<file path="src/rtl/mma_controller.sv">
// mma_controller: sequencer for an N x N systolic matrix-multiply array.
// Latency: accept -> first operand read 1 cycle. Without stalls, a compute+drain
//   command spends N fetch + 2N compute + N drain cycles, then pulses done_o.
// Backpressure: rd_ready_i / wr_ready_i low stall the FSM indefinitely with
//   address/row/last held stable; commands are accepted only in IDLE.
//
// Ports:
//   clk, rst_n               clock, synchronous active-low reset
//   cmd_*                    command handshake, phase flags, A/B/C base byte addresses
//   rd_*, feed_last_o        operand read requests feeding the array edge
//   drain_en_o, drain_row_o  array drain control
//   wr_*                     C row write requests
//   busy_o, done_o           status; done_o is a one-cycle completion pulse
//   perf_cycles_o            busy cycles of the last command
// Optional feature macro: MMA_CTRL_PERF_EN (busy-cycle counter; perf_cycles_o is 0 when undefined).

module mma_controller #(
  parameter int DATA_WIDTH     = 8,
  parameter int SYS_ARRAY_SIZE = 2,
  parameter int ADDR_WIDTH     = 64,
  localparam int ROW_W         = (SYS_ARRAY_SIZE > 1) ? $clog2(SYS_ARRAY_SIZE) : 1
) (
  input  logic                  clk,
  input  logic                  rst_n,
  input  logic                  cmd_valid_i,
  output logic                  cmd_ready_o,
  input  logic                  cmd_compute_req_i,
  input  logic                  cmd_drain_en_i,
  input  logic [ADDR_WIDTH-1:0] cmd_a_addr_i,
  input  logic [ADDR_WIDTH-1:0] cmd_b_addr_i,
  input  logic [ADDR_WIDTH-1:0] cmd_c_addr_i,
  output logic                  rd_valid_o,
  input  logic                  rd_ready_i,
  output logic [ADDR_WIDTH-1:0] rd_a_addr_o,
  output logic [ADDR_WIDTH-1:0] rd_b_addr_o,
  output logic                  feed_last_o,
  output logic                  drain_en_o,
  output logic [ROW_W-1:0]      drain_row_o,
  output logic                  wr_valid_o,
  input  logic                  wr_ready_i,
  output logic [ADDR_WIDTH-1:0] wr_addr_o,
  output logic                  busy_o,
  output logic                  done_o,
  output logic [31:0]           perf_cycles_o
);

  // One counter serves as slice index k (FETCH), skew timer (COMPUTE) and row r (DRAIN).
  localparam int CNT_W = $clog2(2 * SYS_ARRAY_SIZE) + 1;
  localparam logic [CNT_W-1:0] LAST_K = CNT_W'(SYS_ARRAY_SIZE - 1);
  localparam logic [CNT_W-1:0] LAST_T = CNT_W'(2 * SYS_ARRAY_SIZE - 1);
  localparam logic [ADDR_WIDTH-1:0] STRIDE = ADDR_WIDTH'(SYS_ARRAY_SIZE * DATA_WIDTH / 8);

  typedef enum logic [2:0] {
    S_IDLE    = 3'd0,
    S_FETCH   = 3'd1,
    S_COMPUTE = 3'd2,
    S_DRAIN   = 3'd3,
    S_DONE    = 3'd4
  } state_e;

  state_e                state_q, state_d;
  logic [CNT_W-1:0]      cnt_q, cnt_d;
  logic [ADDR_WIDTH-1:0] a_base_q, a_base_d;
  logic [ADDR_WIDTH-1:0] b_base_q, b_base_d;
  logic [ADDR_WIDTH-1:0] c_base_q, c_base_d;
  logic                  drain_q, drain_d;
  logic                  cmd_accept;
  logic [ADDR_WIDTH-1:0] offset;

  assign cmd_accept = cmd_valid_i & cmd_ready_o;

  // k*STRIDE or r*STRIDE; address sums wrap modulo 2^ADDR_WIDTH.
  assign offset = ADDR_WIDTH'(cnt_q) * STRIDE;

  // State register
  always_ff @(posedge clk) begin
    if (!rst_n) begin
      state_q  <= S_IDLE;
      cnt_q    <= '0;
      a_base_q <= '0;
      b_base_q <= '0;
      c_base_q <= '0;
      drain_q  <= 1'b0;
    end else begin
      state_q  <= state_d;
      cnt_q    <= cnt_d;
      a_base_q <= a_base_d;
      b_base_q <= b_base_d;
      c_base_q <= c_base_d;
      drain_q  <= drain_d;
    end
  end

  // Next-state logic
  always_comb begin
    state_d  = state_q;
    a_base_d = a_base_q;
    b_base_d = b_base_q;
    c_base_d = c_base_q;
    drain_d  = drain_q;

    case (state_q)
      S_IDLE: begin
        if (cmd_accept) begin
          a_base_d = cmd_a_addr_i;
          b_base_d = cmd_b_addr_i;
          c_base_d = cmd_c_addr_i;
          drain_d  = cmd_drain_en_i;
          if (cmd_compute_req_i)   state_d = S_FETCH;
          else if (cmd_drain_en_i) state_d = S_DRAIN;
          else                     state_d = S_DONE;
        end
      end
      S_FETCH: begin
        if (rd_ready_i && cnt_q == LAST_K) state_d = S_COMPUTE;
      end
      S_COMPUTE: begin
        if (cnt_q == LAST_T) state_d = drain_q ? S_DRAIN : S_DONE;
      end
      S_DRAIN: begin
        if (wr_ready_i && cnt_q == LAST_K) state_d = S_DONE;
      end
      S_DONE: begin
        state_d = S_IDLE;
      end
      default: begin
        state_d = S_IDLE;
      end
    endcase

    // Counter restarts at every phase change, otherwise advances on a beat.
    cnt_d = cnt_q;
    if (state_d != state_q) begin
      cnt_d = '0;
    end else if ((state_q == S_FETCH && rd_ready_i) ||
                 (state_q == S_DRAIN && wr_ready_i) ||
                 (state_q == S_COMPUTE)) begin
      cnt_d = cnt_q + CNT_W'(1);
    end
  end

  // Output logic: everything idles at zero outside its own phase.
  always_comb begin
    cmd_ready_o = 1'b0;
    rd_valid_o  = 1'b0;
    rd_a_addr_o = '0;
    rd_b_addr_o = '0;
    feed_last_o = 1'b0;
    drain_en_o  = 1'b0;
    drain_row_o = '0;
    wr_valid_o  = 1'b0;
    wr_addr_o   = '0;
    done_o      = 1'b0;
    busy_o      = (state_q != S_IDLE);

    case (state_q)
      S_IDLE: begin
        cmd_ready_o = rst_n;
      end
      S_FETCH: begin
        rd_valid_o  = 1'b1;
        rd_a_addr_o = a_base_q + offset;
        rd_b_addr_o = b_base_q + offset;
        feed_last_o = (cnt_q == LAST_K);
      end
      S_DRAIN: begin
        drain_en_o  = 1'b1;
        wr_valid_o  = 1'b1;
        drain_row_o = cnt_q[ROW_W-1:0];
        wr_addr_o   = c_base_q + offset;
      end
      S_DONE: begin
        done_o = 1'b1;
      end
      default: begin
      end
    endcase
  end

`ifdef MMA_CTRL_PERF_EN
  logic [31:0] perf_cnt_q;
  logic [31:0] perf_out_q;
  logic [31:0] perf_inc;

  // Saturating increment; the DONE cycle itself is included in the reported count.
  assign perf_inc = (perf_cnt_q == 32'hFFFF_FFFF) ? perf_cnt_q : perf_cnt_q + 32'd1;

  always_ff @(posedge clk) begin
    if (!rst_n) begin
      perf_cnt_q <= '0;
      perf_out_q <= '0;
    end else begin
      if (cmd_accept)  perf_cnt_q <= '0;
      else if (busy_o) perf_cnt_q <= perf_inc;
      if (state_q == S_DONE) perf_out_q <= perf_inc;
    end
  end

  assign perf_cycles_o = perf_out_q;
`else
  assign perf_cycles_o = '0;
`endif

endmodule

</file>
<file path="config.mk">
export PLATFORM = sky130hd
export DESIGN_NAME = mma_controller
export DESIGN_NICKNAME = d
export VERILOG_FILES = /design/src/rtl/mma_controller.sv
export SDC_FILE = /design/constraint.sdc
export NUM_CORES = 1
export LEC_CHECK = 0
export ABC_AREA = 0
export CAP_MARGIN = 15
export CORE_ASPECT_RATIO = 1.4
export CORE_MARGIN = 10
export CORE_UTILIZATION = 45
export DETAILED_ROUTE_END_ITERATION = 6
export MAX_ROUTING_LAYER = met4
export PLACE_DENSITY = 0.78
export SLEW_MARGIN = 20
export SYNTH_ARGS = -nofsm -noshare
export SYNTH_HDL_FRONTEND = slang
export SYNTH_SLANG_ARGS = --single-unit
</file>
<file path="constraint.sdc">
create_clock -name clk -period 3.45 [get_ports clk]
set_input_delay 0.69 -clock clk [delete_from_list [all_inputs] [get_ports clk]]
set_output_delay 0.69 -clock clk [all_outputs]
set_load 0.02 [all_outputs]
</file>
=== Word-level counts from Yosys, hierarchy flattened ===
Cells that the tools add are included.

* Bits in registers: 199
* Bits of input ports: 199
* Word-level logic and storage cells: 46

* Add/subtract/negate cells: 4
* Equality and inequality tests: 7
* Multiplexer cells: 17
* Bitwise operators: 2
* Reduce and logical (&&, ||, !) cells: 10

{| class="wikitable"
|+ Operators by type and width
! kind !! number
|-
| 64-bit by 4-bit adder with 64-bit output || 3
|-
| 64-bit two-way mux || 3
|-
| 3-bit two-way mux || 7
|-
| 3-bit case mux with 4 select lines || 1
|-
| 3-bit by 2-bit == test with 1-bit output, second input constant || 3
|-
| 3-bit by 1-bit == test with 1-bit output, second input constant || 2
|-
| 1-bit two-way mux || 6
|-
| 1-bit logical AND || 4
|-
| 3-bit by 1-bit adder with 3-bit output, second input constant || 1
|-
| 3-bit == test, second input constant || 1
|-
| 3-bit zero test || 1
|-
| 3-bit inequality test || 1
|-
| 3-bit nonzero test || 1
|-
| 1-bit logical OR || 2
|-
| 2-bit AND reduction || 1
|-
| 2-bit OR reduction || 1
|-
| 1-bit AND || 1
|-
| 1-bit NOT || 1
|}

=== Logic depth before layout (Yosys ltp) ===
* Word-level depth: 7
* Mapped depth: 10
* Gate-level depth less buffers: 7

=== Worst setup path before layout ===
No wires, ideal clock.

* Path type: reg2out
* From: register cnt_q[0]
* To: output wr_addr_o[57]
* Arrival: 2.525 ns
* Slack: 0.235 ns
* Stages on the path, launching flop included: 9
* Buffers on the path: 1
* Cells stage by stage: dfxtp_1 > ha_1 > fa_1 > a21o_1 > nand4_1 > or2_1 > clkbuf_1 > or4_1 > a21oi_1

* Longest elaborated chain between the ends: 2

{| class="wikitable"
|+ Ends and longest elaborated chain
! what !! RTL line !! source
|-
| from (decl) || 62 || <nowiki>logic [CNT_W-1:0] cnt_q, cnt_d;</nowiki>
|-
| from (signal assigned) || 86 || <nowiki>cnt_q <= cnt_d;</nowiki>
|-
| 64-bit by 4-bit adder with 64-bit output || 170 || <nowiki>wr_addr_o = c_base_q + offset;</nowiki>
|-
| 64-bit two-way mux || 156 || <nowiki>case (state_q)</nowiki>
|-
| to (decl) || 41 || <nowiki>output logic [ADDR_WIDTH-1:0] wr_addr_o,</nowiki>
|}

No other way between the ends.

=== Worst setup path in the final report ===
* From: register cnt_q[1]
* To: output rd_b_addr_o[57]

* Longest elaborated chain between the ends: 2

{| class="wikitable"
|+ Ends and longest elaborated chain
! what !! RTL line !! source
|-
| 64-bit by 4-bit adder with 64-bit output || 163 || <nowiki>rd_b_addr_o = b_base_q + offset;</nowiki>
|-
| 64-bit two-way mux || 156 ||
|-
| to (decl) || 35 || <nowiki>output logic [ADDR_WIDTH-1:0] rd_b_addr_o,</nowiki>
|}

No other way between the ends.

==> metrics <==
via count of the first global-routing pass about 15000; post-synthesis average cell area a little under 7 µm²; cell type group with the largest total delay on the critical path simple AND/OR/NAND/NOR gates; area share of the leading cell type in the synthesized netlist approximately a third; series of cell instances along the critical path buf_6 > fa_2 > a21oi_4 > nor4_4 > nand3_2 > buf_12 > buf_6 > or4_4 > a21oi_2 > buf_6; count of port buffers added during placement about 400; aggregate routed wire length ~53000 µm; clk_lat worst skew ~0.45 ns; worst relative slew slack 43.7%; leading area contributor after synthesis sky130_fd_sc_hd__dfxtp_1; Post-Route Skew 0.00584 ns; Die Height ~220 µm; WL per Instance 19.5 µm; x dimension of the die 161 µm; # clock sinks 199; sequential element share of the synthesized area 31.9%; total of flip-flops plus latches after synthesis 199; Primary FF master, synth sky130_fd_sc_hd__dfxtp_1; first-pass iteration count of the detailed router 5; pwr dens around 320 nW/µm²; Clk Tree Root Cell sky130_fd_sc_hd__clkbuf_16; launching instance or port of the critical path cnt_q[1]; # nets final between 2000 and 3000; unique cell type count in the Yosys netlist 53; async set-reset flop share out of synthesis 0%; placed instance count approximately 2600; RSZ-0062 raised after global routing yes; non-filler cells, final ~2700; Filler Cells Inserted 2421; shortest period the worst path allows 3.49 ns; DP Wirelength 38900 µm; Reg2Reg Setup Slack roughly 1.1 ns; critical path depth 10; DRC violations left 0; fraction of layout instances using a drive strength above 1 18.9%; gr ovfl total 0; TritonCTS clock tree done; core outline area approximately 27000 µm²; startpoint of the worst register-to-register path cnt_q[0]; critical path data arrival time between 2 and 3 ns; quantity of hold-fixing buffers added after cts 0; detailed-route vias per instance around 5.6; most instantiated cells after synthesis 459 x sky130_fd_sc_hd__nand2_1, 250 x sky130_fd_sc_hd__o21ai_0, 199 x sky130_fd_sc_hd__dfxtp_1, 132 x sky130_fd_sc_hd__nor2_1, 93 x sky130_fd_sc_hd__clkbuf_1; element type at the critical path start flop; die footprint 34900 µm²; final cycle utilization of the critical path 101%; critical path capture point rd_b_addr_o[57]; Hold Crit Class reg -> reg; H-tree depth reported by CTS 4; initial antenna violation count 5; leading cell type by number of instances after synthesis sky130_fd_sc_hd__nand2_1; Ports ~430; layout overhead on the synthesized area 51.6%; critical path data required time between 2 and 3 ns; worst setup slack before clock tree synthesis -0.0761 ns; result of the run complete, but fails checks; Total Routing Usage GR 28.3%; Syn. warnings 0; worst voltage drop across the vdd grid between 0.3 and 0.4 mV; total count of hold-check failures in the final report 0; first-iteration detailed-routing DRC count 1115; Setup Viol. Count Final 1; cell at the slowest stage of the critical path sky130_fd_sc_hd__or4_4; clock buffers created by TritonCTS 17; Detail Route Antenna Nets 0; worst hold-check slack around 0.47 ns; number of cell rows 72; Initial Utilization between 40% and 50%; Post-synth EDFFs 0; delay of the slowest cell on the worst path approximately 0.47 ns; Post-Place Cell Area ~18000 µm²; Crit Path Category reg -> out; cell with the most instances on the worst path sky130_fd_sc_hd__buf_6; Fmax between 200 and 300 MHz; maximum number of pins on one net before global-route repair around 160; final instance area around 19000 µm²; violations in the final reports negative setup slack; Crit Reg-Reg Endpoint cnt_q[1]; netlist area before placement around 12000 µm²; Max Cap Violations 0; top fanout value on the critical path 6; final-report max-slew violation count 0; post-route worst setup slack -0.0421 ns; global-route wire length before repair about 78000 µm; synthesized instance count ~1800; buffering stage count on the worst path with inverters included 4; main area contributors after synthesis sky130_fd_sc_hd__dfxtp_1 32%, sky130_fd_sc_hd__nand2_1 14%, sky130_fd_sc_hd__o21ai_0 10%, sky130_fd_sc_hd__xnor2_1 4.1%, sky130_fd_sc_hd__nor2_1 4.0%; worst-case clock buffer depth 2; actual slew at the worst max-slew pin 0.844 ns; static leakage approximately 7.4 nW; Via Count 15200; r2r worst-path depth 9; final weighted congestion in routability-driven placement roughly 0.95; crit end category output pin; clock-pin slew on the worst setup and hold paths 0.07 ns
==> power breakdown <==
group | switching [W] | leakage, nW | internal [W]
Sequential | 0.000222 | 1.65 | 0.00251
Clock | 0.000931 | 0.302 | 0.00121
Combinational | 0.000654 | 5.41 | 0.000565
==> worst register-to-register path, delay by kind of cell (launching register included) <==
kind,cells,cell delay (ns)
fa+ha+maj,2,0.32
xor+xnor,1,0.19
compound gates,2,0.37
flops,1,0.38
buf+inv,2,0.24
simple gates,2,0.73
==> sequential cells by signal, summed over array words and instances, names as in the netlist <==
register  flops
a_base_q     64
b_base_q     64
c_base_q     64
cnt_q         3
drain_q       1
state_q       3
==> how the worst min path moves through the flow <==
stage                startpoint     endpoint  slack, ns  cells after the start
finish              a_base_q[0]  a_base_q[0]       0.47                      2
global route        b_base_q[0]  b_base_q[0]       0.50                      2
CTS                 c_base_q[3]  c_base_q[3]       0.47                      2
detailed placement  a_base_q[0]  a_base_q[0]       0.46                      2
global placement    b_base_q[0]  b_base_q[0]       0.45                      2
floorplan           a_base_q[0]  a_base_q[0]       0.43                      2
==> cell type report <==
type | instances | area (µm²) | share of cell area, %
well taps | 370 | 463 | 2.45
diodes | 5 | 12.5 | 0.0662
clock buffers | 23 | 478 | 2.53
multi-input cells | 1482 | 8410 | 44.5
flip-flops and latches | 199 | 4010 | 21.2
clock inverters | 9 | 139 | 0.734
inverters | 27 | 101 | 0.536
repair buffers | 587 | 5290 | 28.0
==> cell usage in the layout (no fill, tap or decap), types with 26 or more instances in the layout <==
master / n
sky130_fd_sc_hd__a21oi_1: 62
sky130_fd_sc_hd__and3_1: 26
sky130_fd_sc_hd__buf_4: 185
sky130_fd_sc_hd__buf_6: 30
sky130_fd_sc_hd__clkbuf_2: 26
sky130_fd_sc_hd__clkdlybuf4s50_1: 222
sky130_fd_sc_hd__conb_1: 32
sky130_fd_sc_hd__dfxtp_1: 179
sky130_fd_sc_hd__dlygate4sd2_1: 56
sky130_fd_sc_hd__inv_1: 26
sky130_fd_sc_hd__nand2_1: 456
sky130_fd_sc_hd__nand3_1: 53
sky130_fd_sc_hd__nand4_1: 70
sky130_fd_sc_hd__nor2_1: 130
sky130_fd_sc_hd__o21ai_0: 250
sky130_fd_sc_hd__or3_1: 55
sky130_fd_sc_hd__xnor2_1: 58
sky130_fd_sc_hd__xor2_1: 41
==> metal layers <==
| layer | global-route usage [%] | routed length [µm] | part of all wire (%) | vias up |
|---|---|---|---|---|
| met4 | 15.7 | 3000 | 5.7 | 0 |
| met2 | 48.2 | 26100 | 50 | 739 |
| li1 | - | - | - | 7234 |
| met5 | - | 0 | 0 | - |
| met1 | 29.7 | 19600 | 37 | 7080 |
| met3 | 6.48 | 3930 | 7.5 | 162 |
==> stage by stage <==
step	power [W]	utilization, %	setup TNS, ns
detailed placement	0.00396	64.0	-0.283
finish	0.00609	68.8	-0.0421
global route	0.00634	68.8	-1.51
CTS	0.00607	66.3	-0.0755
floorplan	0.00333	-	0
global placement	0.00393	64.0	0
==> cells by family (layout without fill, tap and decap cells) <==
group | after synthesis | count (layout) | share of synthesized area (%)
flops | 199 | 199 | 31.9
compound gates | 377 | 377 | 16.0
buf+inv | 170 | 646 | 6.41
other cells | 1 | 37 | 0.0301
simple gates | 953 | 953 | 36.5
mux | 6 | 6 | 0.482
fa+ha+maj | 15 | 15 | 1.69
xor+xnor | 99 | 99 | 6.95
==> timing repair <==
item,CTS,global route
resized for setup,389,236
setup endpoints to repair,167,139
hold endpoints to repair,0,0
pin swaps,16,38
gates cloned,0,4
buffers inserted,13,18
(Power assumes the default switching activity.)
